==> src/rtl/vector_regfile_if.sv <==
// rtl/vector_regfile_if.sv - read/write/scoreboard signal bundle for vector_regfile
interface vector_regfile_if #(
    parameter int NUM_REGS = 4,
    parameter int LANES    = 4,
    parameter int LANE_W   = 32
);
    localparam int IDX_W  = (NUM_REGS > 1) ? $clog2(NUM_REGS) : 1;
    localparam int LSEL_W = (LANES > 1) ? $clog2(LANES) : 1;

    logic                      rd_en;
    logic                      rd_ready;
    logic [1:0]                x_sel;
    logic [IDX_W-1:0]          x_idx;
    logic [LSEL_W-1:0]         x_lane;
    logic [1:0]                y_sel;
    logic [IDX_W-1:0]          y_idx;
    logic [LSEL_W-1:0]         y_lane;
    logic [LANE_W-1:0]         imm;
    logic                      rd_valid;
    logic [LANE_W-1:0]         x_data;
    logic [LANE_W-1:0]         y_data;
    logic                      wr_en;
    logic [IDX_W-1:0]          wr_idx;
    logic [LANES-1:0]          wr_mask;
    logic [LANES*LANE_W-1:0]   wr_data;
    logic                      ar_we;
    logic [LANE_W-1:0]         ar_din;
    logic                      bpr_we;
    logic [LANE_W-1:0]         bpr_din;
    logic                      pend_set;
    logic [IDX_W-1:0]          pend_idx;
    logic [NUM_REGS-1:0]       pending;

    modport master (
        output rd_en, x_sel, x_idx, x_lane, y_sel, y_idx, y_lane, imm,
        output wr_en, wr_idx, wr_mask, wr_data, ar_we, ar_din, bpr_we, bpr_din,
        output pend_set, pend_idx,
        input  rd_ready, rd_valid, x_data, y_data, pending
    );

    modport slave (
        input  rd_en, x_sel, x_idx, x_lane, y_sel, y_idx, y_lane, imm,
        input  wr_en, wr_idx, wr_mask, wr_data, ar_we, ar_din, bpr_we, bpr_din,
        input  pend_set, pend_idx,
        output rd_ready, rd_valid, x_data, y_data, pending
    );
endinterface

==> src/rtl/vector_regfile.sv <==
// rtl/vector_regfile.sv - vector register file with lane reads, masked writes, forwarding and load scoreboard
module vector_regfile #(
    parameter int NUM_REGS = 4,
    parameter int LANES    = 4,
    parameter int LANE_W   = 32
) (
    input logic              clk,
    input logic              rst_n,
    vector_regfile_if.slave  bus
);
    localparam int IDX_W  = (NUM_REGS > 1) ? $clog2(NUM_REGS) : 1;
    localparam int LSEL_W = (LANES > 1) ? $clog2(LANES) : 1;

    logic [LANE_W-1:0]       vreg [NUM_REGS][LANES];
    logic [LANE_W-1:0]       ar_q, bpr_q, x_q, y_q;
    logic [LANE_W-1:0]       ar_nx, bpr_nx, x_val, y_val;
    logic [NUM_REGS-1:0]     pend_q;
    logic                    rd_valid_q, x_blk, y_blk, rd_ready, accept;

    logic                    wr_en;
    logic [IDX_W-1:0]        wr_idx;
    logic [LANES-1:0]        wr_mask;
    logic [LANES*LANE_W-1:0] wr_data;

    assign wr_en   = bus.wr_en;
    assign wr_idx  = bus.wr_idx;
    assign wr_mask = bus.wr_mask;
    assign wr_data = bus.wr_data;

    // True when this cycle's write lands on the given register lane.
    function automatic logic wr_hits(input logic [IDX_W-1:0] idx, input logic [LSEL_W-1:0] lane);
        logic hit;
        hit = 1'b0;
        for (int l = 0; l < LANES; l++)
            if (wr_en && wr_idx == idx && lane == LSEL_W'(l) && wr_mask[l])
                hit = 1'b1;
        return hit;
    endfunction

    // Only in-range register/lane pairs match, so anything else reads as zero.
    function automatic logic [LANE_W-1:0] vec_read(input logic [IDX_W-1:0] idx, input logic [LSEL_W-1:0] lane);
        logic [LANE_W-1:0] val;
        val = '0;
        for (int r = 0; r < NUM_REGS; r++)
            for (int l = 0; l < LANES; l++)
                if (idx == IDX_W'(r) && lane == LSEL_W'(l))
                    val = wr_hits(idx, lane) ? wr_data[l*LANE_W +: LANE_W] : vreg[r][l];
        return val;
    endfunction

    function automatic logic blocked(input logic [1:0] sel, input logic [IDX_W-1:0] idx,
                                     input logic [LSEL_W-1:0] lane);
        logic pend;
        pend = 1'b0;
        for (int r = 0; r < NUM_REGS; r++)
            if (idx == IDX_W'(r))
                pend = pend_q[r];
        return (sel == 2'd0) && pend && !wr_hits(idx, lane);
    endfunction

    assign ar_nx    = bus.ar_we  ? bus.ar_din  : ar_q;
    assign bpr_nx   = bus.bpr_we ? bus.bpr_din : bpr_q;
    assign x_blk    = blocked(bus.x_sel, bus.x_idx, bus.x_lane);
    assign y_blk    = blocked(bus.y_sel, bus.y_idx, bus.y_lane);
    assign rd_ready = !(x_blk || y_blk);
    assign accept   = bus.rd_en && rd_ready;

    always_comb begin
        x_val = '0;
        case (bus.x_sel)
            2'd0:    x_val = vec_read(bus.x_idx, bus.x_lane);
            2'd1:    x_val = bpr_nx;
            2'd2:    x_val = ar_nx;
            default: x_val = '0;
        endcase
    end

    always_comb begin
        y_val = '0;
        case (bus.y_sel)
            2'd0:    y_val = vec_read(bus.y_idx, bus.y_lane);
            2'd1:    y_val = bpr_nx;
            2'd2:    y_val = bus.imm;
            default: y_val = '0;
        endcase
    end

    always_ff @(posedge clk or negedge rst_n) begin
        if (!rst_n) begin
            for (int r = 0; r < NUM_REGS; r++)
                for (int l = 0; l < LANES; l++)
                    vreg[r][l] <= '0;
            ar_q       <= '0;
            bpr_q      <= '0;
            pend_q     <= '0;
            x_q        <= '0;
            y_q        <= '0;
            rd_valid_q <= 1'b0;
        end else begin
            for (int r = 0; r < NUM_REGS; r++) begin
                for (int l = 0; l < LANES; l++)
                    if (wr_en && wr_idx == IDX_W'(r) && wr_mask[l])
                        vreg[r][l] <= wr_data[l*LANE_W +: LANE_W];
                // A load issued in the same cycle as a write outranks the clear.
                if (wr_en && wr_idx == IDX_W'(r))
                    pend_q[r] <= 1'b0;
                if (bus.pend_set && bus.pend_idx == IDX_W'(r))
                    pend_q[r] <= 1'b1;
            end
            ar_q       <= ar_nx;
            bpr_q      <= bpr_nx;
            rd_valid_q <= accept;
            if (accept) begin
                x_q <= x_val;
                y_q <= y_val;
            end
        end
    end

    assign bus.rd_ready = rd_ready;
    assign bus.rd_valid = rd_valid_q;
    assign bus.x_data   = x_q;
    assign bus.y_data   = y_q;
    assign bus.pending  = pend_q;
endmodule
==> src/flat_wrapper.sv <==
// flat-port wrapper written by rule: the top's interface ports become plain ports
module vector_regfile_flat 
#(
    parameter int NUM_REGS = 4,
    parameter int LANES    = 4,
    parameter int LANE_W   = 32
)
  (clk, rst_n, bus_rd_en, bus_x_sel, bus_x_idx, bus_x_lane, bus_y_sel, bus_y_idx, bus_y_lane, bus_imm, bus_wr_en, bus_wr_idx, bus_wr_mask, bus_wr_data, bus_ar_we, bus_ar_din, bus_bpr_we, bus_bpr_din, bus_pend_set, bus_pend_idx, bus_rd_ready, bus_rd_valid, bus_x_data, bus_y_data, bus_pending);
  vector_regfile_if #(.NUM_REGS(NUM_REGS), .LANES(LANES), .LANE_W(LANE_W)) bus_i ();
  input logic clk;
  input logic rst_n;
  input wire logic [$bits(bus_i.rd_en)-1:0] bus_rd_en;
  input wire logic [$bits(bus_i.x_sel)-1:0] bus_x_sel;
  input wire logic [$bits(bus_i.x_idx)-1:0] bus_x_idx;
  input wire logic [$bits(bus_i.x_lane)-1:0] bus_x_lane;
  input wire logic [$bits(bus_i.y_sel)-1:0] bus_y_sel;
  input wire logic [$bits(bus_i.y_idx)-1:0] bus_y_idx;
  input wire logic [$bits(bus_i.y_lane)-1:0] bus_y_lane;
  input wire logic [$bits(bus_i.imm)-1:0] bus_imm;
  input wire logic [$bits(bus_i.wr_en)-1:0] bus_wr_en;
  input wire logic [$bits(bus_i.wr_idx)-1:0] bus_wr_idx;
  input wire logic [$bits(bus_i.wr_mask)-1:0] bus_wr_mask;
  input wire logic [$bits(bus_i.wr_data)-1:0] bus_wr_data;
  input wire logic [$bits(bus_i.ar_we)-1:0] bus_ar_we;
  input wire logic [$bits(bus_i.ar_din)-1:0] bus_ar_din;
  input wire logic [$bits(bus_i.bpr_we)-1:0] bus_bpr_we;
  input wire logic [$bits(bus_i.bpr_din)-1:0] bus_bpr_din;
  input wire logic [$bits(bus_i.pend_set)-1:0] bus_pend_set;
  input wire logic [$bits(bus_i.pend_idx)-1:0] bus_pend_idx;
  output wire logic [$bits(bus_i.rd_ready)-1:0] bus_rd_ready;
  output wire logic [$bits(bus_i.rd_valid)-1:0] bus_rd_valid;
  output wire logic [$bits(bus_i.x_data)-1:0] bus_x_data;
  output wire logic [$bits(bus_i.y_data)-1:0] bus_y_data;
  output wire logic [$bits(bus_i.pending)-1:0] bus_pending;
  assign bus_i.rd_en = bus_rd_en;
  assign bus_i.x_sel = bus_x_sel;
  assign bus_i.x_idx = bus_x_idx;
  assign bus_i.x_lane = bus_x_lane;
  assign bus_i.y_sel = bus_y_sel;
  assign bus_i.y_idx = bus_y_idx;
  assign bus_i.y_lane = bus_y_lane;
  assign bus_i.imm = bus_imm;
  assign bus_i.wr_en = bus_wr_en;
  assign bus_i.wr_idx = bus_wr_idx;
  assign bus_i.wr_mask = bus_wr_mask;
  assign bus_i.wr_data = bus_wr_data;
  assign bus_i.ar_we = bus_ar_we;
  assign bus_i.ar_din = bus_ar_din;
  assign bus_i.bpr_we = bus_bpr_we;
  assign bus_i.bpr_din = bus_bpr_din;
  assign bus_i.pend_set = bus_pend_set;
  assign bus_i.pend_idx = bus_pend_idx;
  assign bus_rd_ready = bus_i.rd_ready;
  assign bus_rd_valid = bus_i.rd_valid;
  assign bus_x_data = bus_i.x_data;
  assign bus_y_data = bus_i.y_data;
  assign bus_pending = bus_i.pending;
  vector_regfile #(.NUM_REGS(NUM_REGS), .LANES(LANES), .LANE_W(LANE_W)) u_core (.clk(clk), .rst_n(rst_n), .bus(bus_i));
endmodule
==> config.mk <==
export PLATFORM = sky130hd
export DESIGN_NAME = vector_regfile_flat
export DESIGN_NICKNAME = d
export VERILOG_FILES = /design/src/rtl/vector_regfile_if.sv /design/src/rtl/vector_regfile.sv /design/src/flat_wrapper.sv
export SDC_FILE = /design/constraint.sdc
export NUM_CORES = 2
export LEC_CHECK = 0
export ABC_AREA = 0
export CAP_MARGIN = 20
export CORE_ASPECT_RATIO = 1.2
export CORE_UTILIZATION = 60
export DETAILED_ROUTE_END_ITERATION = 6
export GPL_TIMING_DRIVEN = 0
export PLACE_DENSITY = 0.91
export SYNTH_ARGS = -nofsm -noshare
export SYNTH_HDL_FRONTEND = slang
export SYNTH_SLANG_ARGS = --single-unit
==> constraint.sdc <==
create_clock -name clk -period 2.96 [get_ports clk]
set_input_delay 0.444 -clock clk [delete_from_list [all_inputs] [get_ports clk]]
set_output_delay 0.444 -clock clk [all_outputs]
set_load 0.005 [all_outputs]
==> results of run 1 <==
-- kinds of logic after synthesis --
family,count (synthesis),synth area share
flip-flops,645,0.397
AO/OA/AOI/OAI,1431,0.209
buffers and inverters,398,0.0411
multiplexers,705,0.193
AND/OR/NAND/NOR,1456,0.158
XOR/XNOR,4,0.000862
-- routing by layer --
metal | track usage | overflow
met1 | 0.852 | 1
met2 | 0.921 | 5
met3 | 0.701 | 3
met4 | 0.747 | 2
met5 | 0.514 | 1
-- what timing repair did --
action                                  CTS
pin swaps                                15
hold buffers                              1
resized for setup                       540
endpoints found under the setup margin   83
hold endpoints to repair                 33
buffers inserted                         12
-- cell usage after synthesis, types with 8 or more instances --
cell	number
a31o_2	26
or3_1	30
buf_1	83
nand3_1	83
o221ai_1	28
nand2_2	16
a21o_1	26
nor2b_1	19
o31ai_1	29
a31oi_1	16
and2_1	13
a22o_1	32
dfrtp_1	645
o22ai_1	31
o211ai_1	39
nor3_1	78
a222oi_1	11
clkbuf_1	208
o21ai_0	125
a22oi_1	33
a21oi_1	855
nand2_1	898
buf_2	83
and3_1	14
mux2_2	576
nor4_1	57
nand2b_1	34
a211oi_1	50
inv_1	8
nor2_1	138
a21boi_0	23
a221oi_1	63
buf_4	8
nand4_1	10
or4_1	39
mux2i_1	122
-- metrics by stage --
step	std cells	hold WS, ps	cell area, µm²
2_1_floorplan	4639	148	40600
3_3_place_gp	5847	465	44800
3_5_place_dp	5901	334	45800
4_1_cts	6044	143	49700
==> results.yml, run 1 <==
run_status:
  status: "aborted with a tool error"
  haltStage: "5_1_grt"
  firstError: "[ERROR GRT-0116] Global routing finished with congestion. Check the congestion regions in the DRC Viewer."
grt:
  grt_start_max_net_pins: 124
  grt_pass1_wl_um: 390000
  grt_pass1_vias: 50026
  grt_overflow: 12
  track_usage: 0.815
cts:
  root_buffer: "clkbuf_16"
  cts_buffers: 71
  h-tree-depth: 3
  cts_sinks: 645
  cts_buffer_depth: 3
synth:
  synthTopCellsByArea: "dfrtp_1, mux2_2, a21oi_1"
  yosysTopAreaCell: "dfrtp_1"
  ys.flop_type: "dfrtp_1"
  synth_edf_count: 0
  synth_top_cell_area_share: 0.397
  synthDistinctLibCells: 72
  yosysSeqAreaShare: 0.397
  async_flop_share: 1.00
  ys_seq_elements: 645
  yosys_warnings: 0
  syn_area_mm2: 0.0406
  syn_area_per_cell_um2: 8.76
  synthCells: 4639
  syn-num-nets: 4890
die:
  io_pins: 321
  die_w_um: 240
  start_util: 0.607
  die_h_um: 287
  rows: 104
placement:
  numPortBuffers: 307
  dpl.hpwl_um: 187000
  place_ws_ps: -2430
  place.gp.congestion: 1.37
==> inputs of run 2 (changes only) <==
--- a/config.mk
+++ b/config.mk
@@ -7,11 +7,10 @@
 export LEC_CHECK = 0
 export ABC_AREA = 0
 export CAP_MARGIN = 20
-export CORE_ASPECT_RATIO = 1.2
-export CORE_UTILIZATION = 60
+export CORE_UTILIZATION = 40
 export DETAILED_ROUTE_END_ITERATION = 6
 export GPL_TIMING_DRIVEN = 0
-export PLACE_DENSITY = 0.91
+export PLACE_DENSITY_LB_ADDON = 0.15
 export SYNTH_ARGS = -nofsm -noshare
 export SYNTH_HDL_FRONTEND = slang
 export SYNTH_SLANG_ARGS = --single-unit
==> run 2 against run 1 <==
  * The flow now finishes, with violations (design-rule violations, negative setup slack)
  * Synthesized area did not move
  * Synthesized cell count did not move
==> results.yml, run 2 <==
hold_path:
  hp-class: "in -> reg"
  hp-start: "bus_wr_data[2]"
die:
  io_pins: 321
  core_area_mm2: 0.100
  start_util: 0.405
  rows: 116
  die_h_um: 321
  die_w_um: 321
  die_area_mm2: 0.103
cts:
  h-tree-depth: 3
  clk_latency_ps: 690
  cts_sinks: 645
  root_buffer: "clkbuf_16"
  cts_buffer_depth: 3
  cts_buffers: 82
  clk_pin_slew_ps: 60
  cts_tree: "built"
grt:
  grt_pass1_vias: 44308
  track_usage: 0.584
  grt_start_max_net_pins: 120
  grt_overflow: 0
  antenna_found_initial: 25
  grt_pass1_wl_um: 400000
worst_setup_path:
  critPathLaunch: "bus_wr_mask[3]"
  cp_max_fo: 10
  r2r-start: "u_core.bus.pending[0]"
  cp_data_required_time_ps: 3550
  path_class: "in -> reg"
  cp.arrival_ps: 3740
  endpoint_kind: "register"
  cp-start-kind: "primary input"
route:
  drt-wirelength-per-cell_um: 46.9
  dr.pass1.iters: 7
  via_per_inst: 7.35
  totalWireLength_um: 309000
  first_iter_violations: 9108
  ant_nets: 0
  drcViolationCount: 28
  vias: 48407
finish:
  instances_no_fill: 6586
  layout_commonest_cell: "nand2_1"
  area_growth_pct: 29.7
  final_area_mm2: 0.0527
  top_register: "u_core.vreg"
  layout_common_cells: "nand2_1, a21oi_1, dfrtp_1, mux2_2, clkdlybuf4s50_1"
  nets: 5394
  drive_gt1_frac: 0.272
  largest_register_ffs: 512
synth:
  async_flop_share: 1.00
  synth_edf_count: 0
  yosysSeqAreaShare: 0.397
  yosysTopAreaCell: "dfrtp_1"
  synthDistinctLibCells: 72
  synth_common_cells: "nand2_1, a21oi_1, dfrtp_1"
  ys_seq_elements: 645
  ys.flop_type: "dfrtp_1"
  synthTopCellsByArea: "dfrtp_1, mux2_2, a21oi_1"
  syn-num-nets: 4890
  syn_area_per_cell_um2: 8.76
  yosys_warnings: 0
  synth_top_cell_area_share: 0.397
  synth_most_common_cell: "nand2_1"
  synthCells: 4639
  syn_area_mm2: 0.0406
sta:
  setup_tns_ps: -2950
  post-route-min-period_ps: 3150
  hold_slack_ps: 135
  hold_viol_final: 0
  worst_pin_slew_ps: 1260
  rsz0062_at_grt: "true"
  fin_worst_skew_ps: 31.4
  setup_viol: 41
  max_slew_margin: 0.159
  period_share: 1.06
  fmax_mhz: 317
  slew_violations: 0
  setup_ws_ps: -191
power:
  comb_power_share: 0.272
  p_int_uw: 21300
  cellLeakagePower_uw: 0.0221
  pwr-share-clk: 0.349
  pwr-share-seq: 0.379
  vdd_drop_max_v: 0.000632
  switchingPower_uw: 11800
  swShare: 0.357
  powerDensity_mw_per_mm2: 628
placement:
  dpl.hpwl_um: 233000
  post_dp_cell_area_mm2: 0.0472
  dp.cells: 6407
  numPortBuffers: 307
  place.gp.congestion: 1.17
job:
  maxCapViolations: 0
run_status:
  status: "finished with violations"
  violations: "design-rule violations, negative setup slack"
## run 2: cell counts after synthesis
No cell type changed its count.
## run 2: final timing paths
check,slack (ps),to,depth (start not counted)
setup / recovery,-190,u_core.bus.x_data[9],14
hold / removal,140,u_core.vreg[98],2
max in group asynchronous,1250,u_core.bpr_q[19],4
min in group asynchronous,240,u_core.vreg[359],2
setup reg to reg,-30,u_core.bus.y_data[6],11
hold reg to reg,480,u_core.ar_q[30],2
## run 2: stage by stage
| step | power [µW] | util | setup WS (ps) |
|---|---|---|---|
| 2_1_floorplan | 15900 | - | 200 |
| 3_3_place_gp | 20000 | 0.452 | -29390 |
| 3_5_place_dp | 20300 | 0.470 | -2970 |
| 4_1_cts | 31900 | 0.515 | -58.0 |
| 5_1_grt | 33500 | 0.525 | -28.6 |
| 6_report | 33100 | 0.525 | -191 |
## run 2: area by class of cell
type | instances | area, µm²
multi-input cells | 3596 | 24500
flip-flops and latches | 645 | 16100
fillers | 9550 | 47700
diodes | 20 | 50.0
well taps | 1357 | 1700
clock buffers | 110 | 2280
inverters | 8 | 30.0
clock inverters | 40 | 684
repair buffers | 426 | 4870
plain buffers | 384 | 2510
## run 2: logic make-up after synthesis
kind of cell	synth area share
multiplexers	0.193
AO/OA/AOI/OAI	0.209
AND/OR/NAND/NOR	0.158
flip-flops	0.397
XOR/XNOR	0.000862
buffers and inverters	0.0411
## run 2: layer usage
| metal | track usage | up-vias | share of wire |
|---|---|---|---|
| li1 | - | 18059 | - |
| met1 | 0.697 | 23643 | 0.36 |
| met2 | 0.745 | 5210 | 0.37 |
| met3 | 0.383 | 1458 | 0.18 |
| met4 | 0.396 | 37 | 0.086 |
| met5 | 0.0359 | - | 0.0052 |
## run 2: worst max-delay path, stage by stage
cell and delay [ps]:
buf_2 140, mux4_2 490, nand4_1 150, buf_12 170
buf_2 240, buf_6 330, clkbuf_2 360, buf_8 230
a21oi_1 120, nand2_1 100, nand2_1 70, o21ai_2 530
a21oi_1 160, o21ai_0 160
## run 2: power by group through the flow
| stage | clock, µW | combinational, µW | sequential [µW] |
|---|---|---|---|
| floorplan | 0 | 4140 | 11700 |
| global placement | 0 | 7570 | 12400 |
| detailed placement | 0 | 7820 | 12500 |
| CTS | 11400 | 8210 | 12300 |
| global route | 11800 | 9160 | 12600 |
| finish | 11500 | 9000 | 12500 |
## run 2: timing repair
action | in CTS | in global routing
buffers inserted | 9 | 3
hold buffers | 1 | 0
endpoints found under the hold margin | 30 | 0
gates resized for setup | 562 | 277
pin swaps | 15 | 40
endpoints found under the setup margin | 66 | 65
Note: power is estimated with default switching activity, not from simulation.
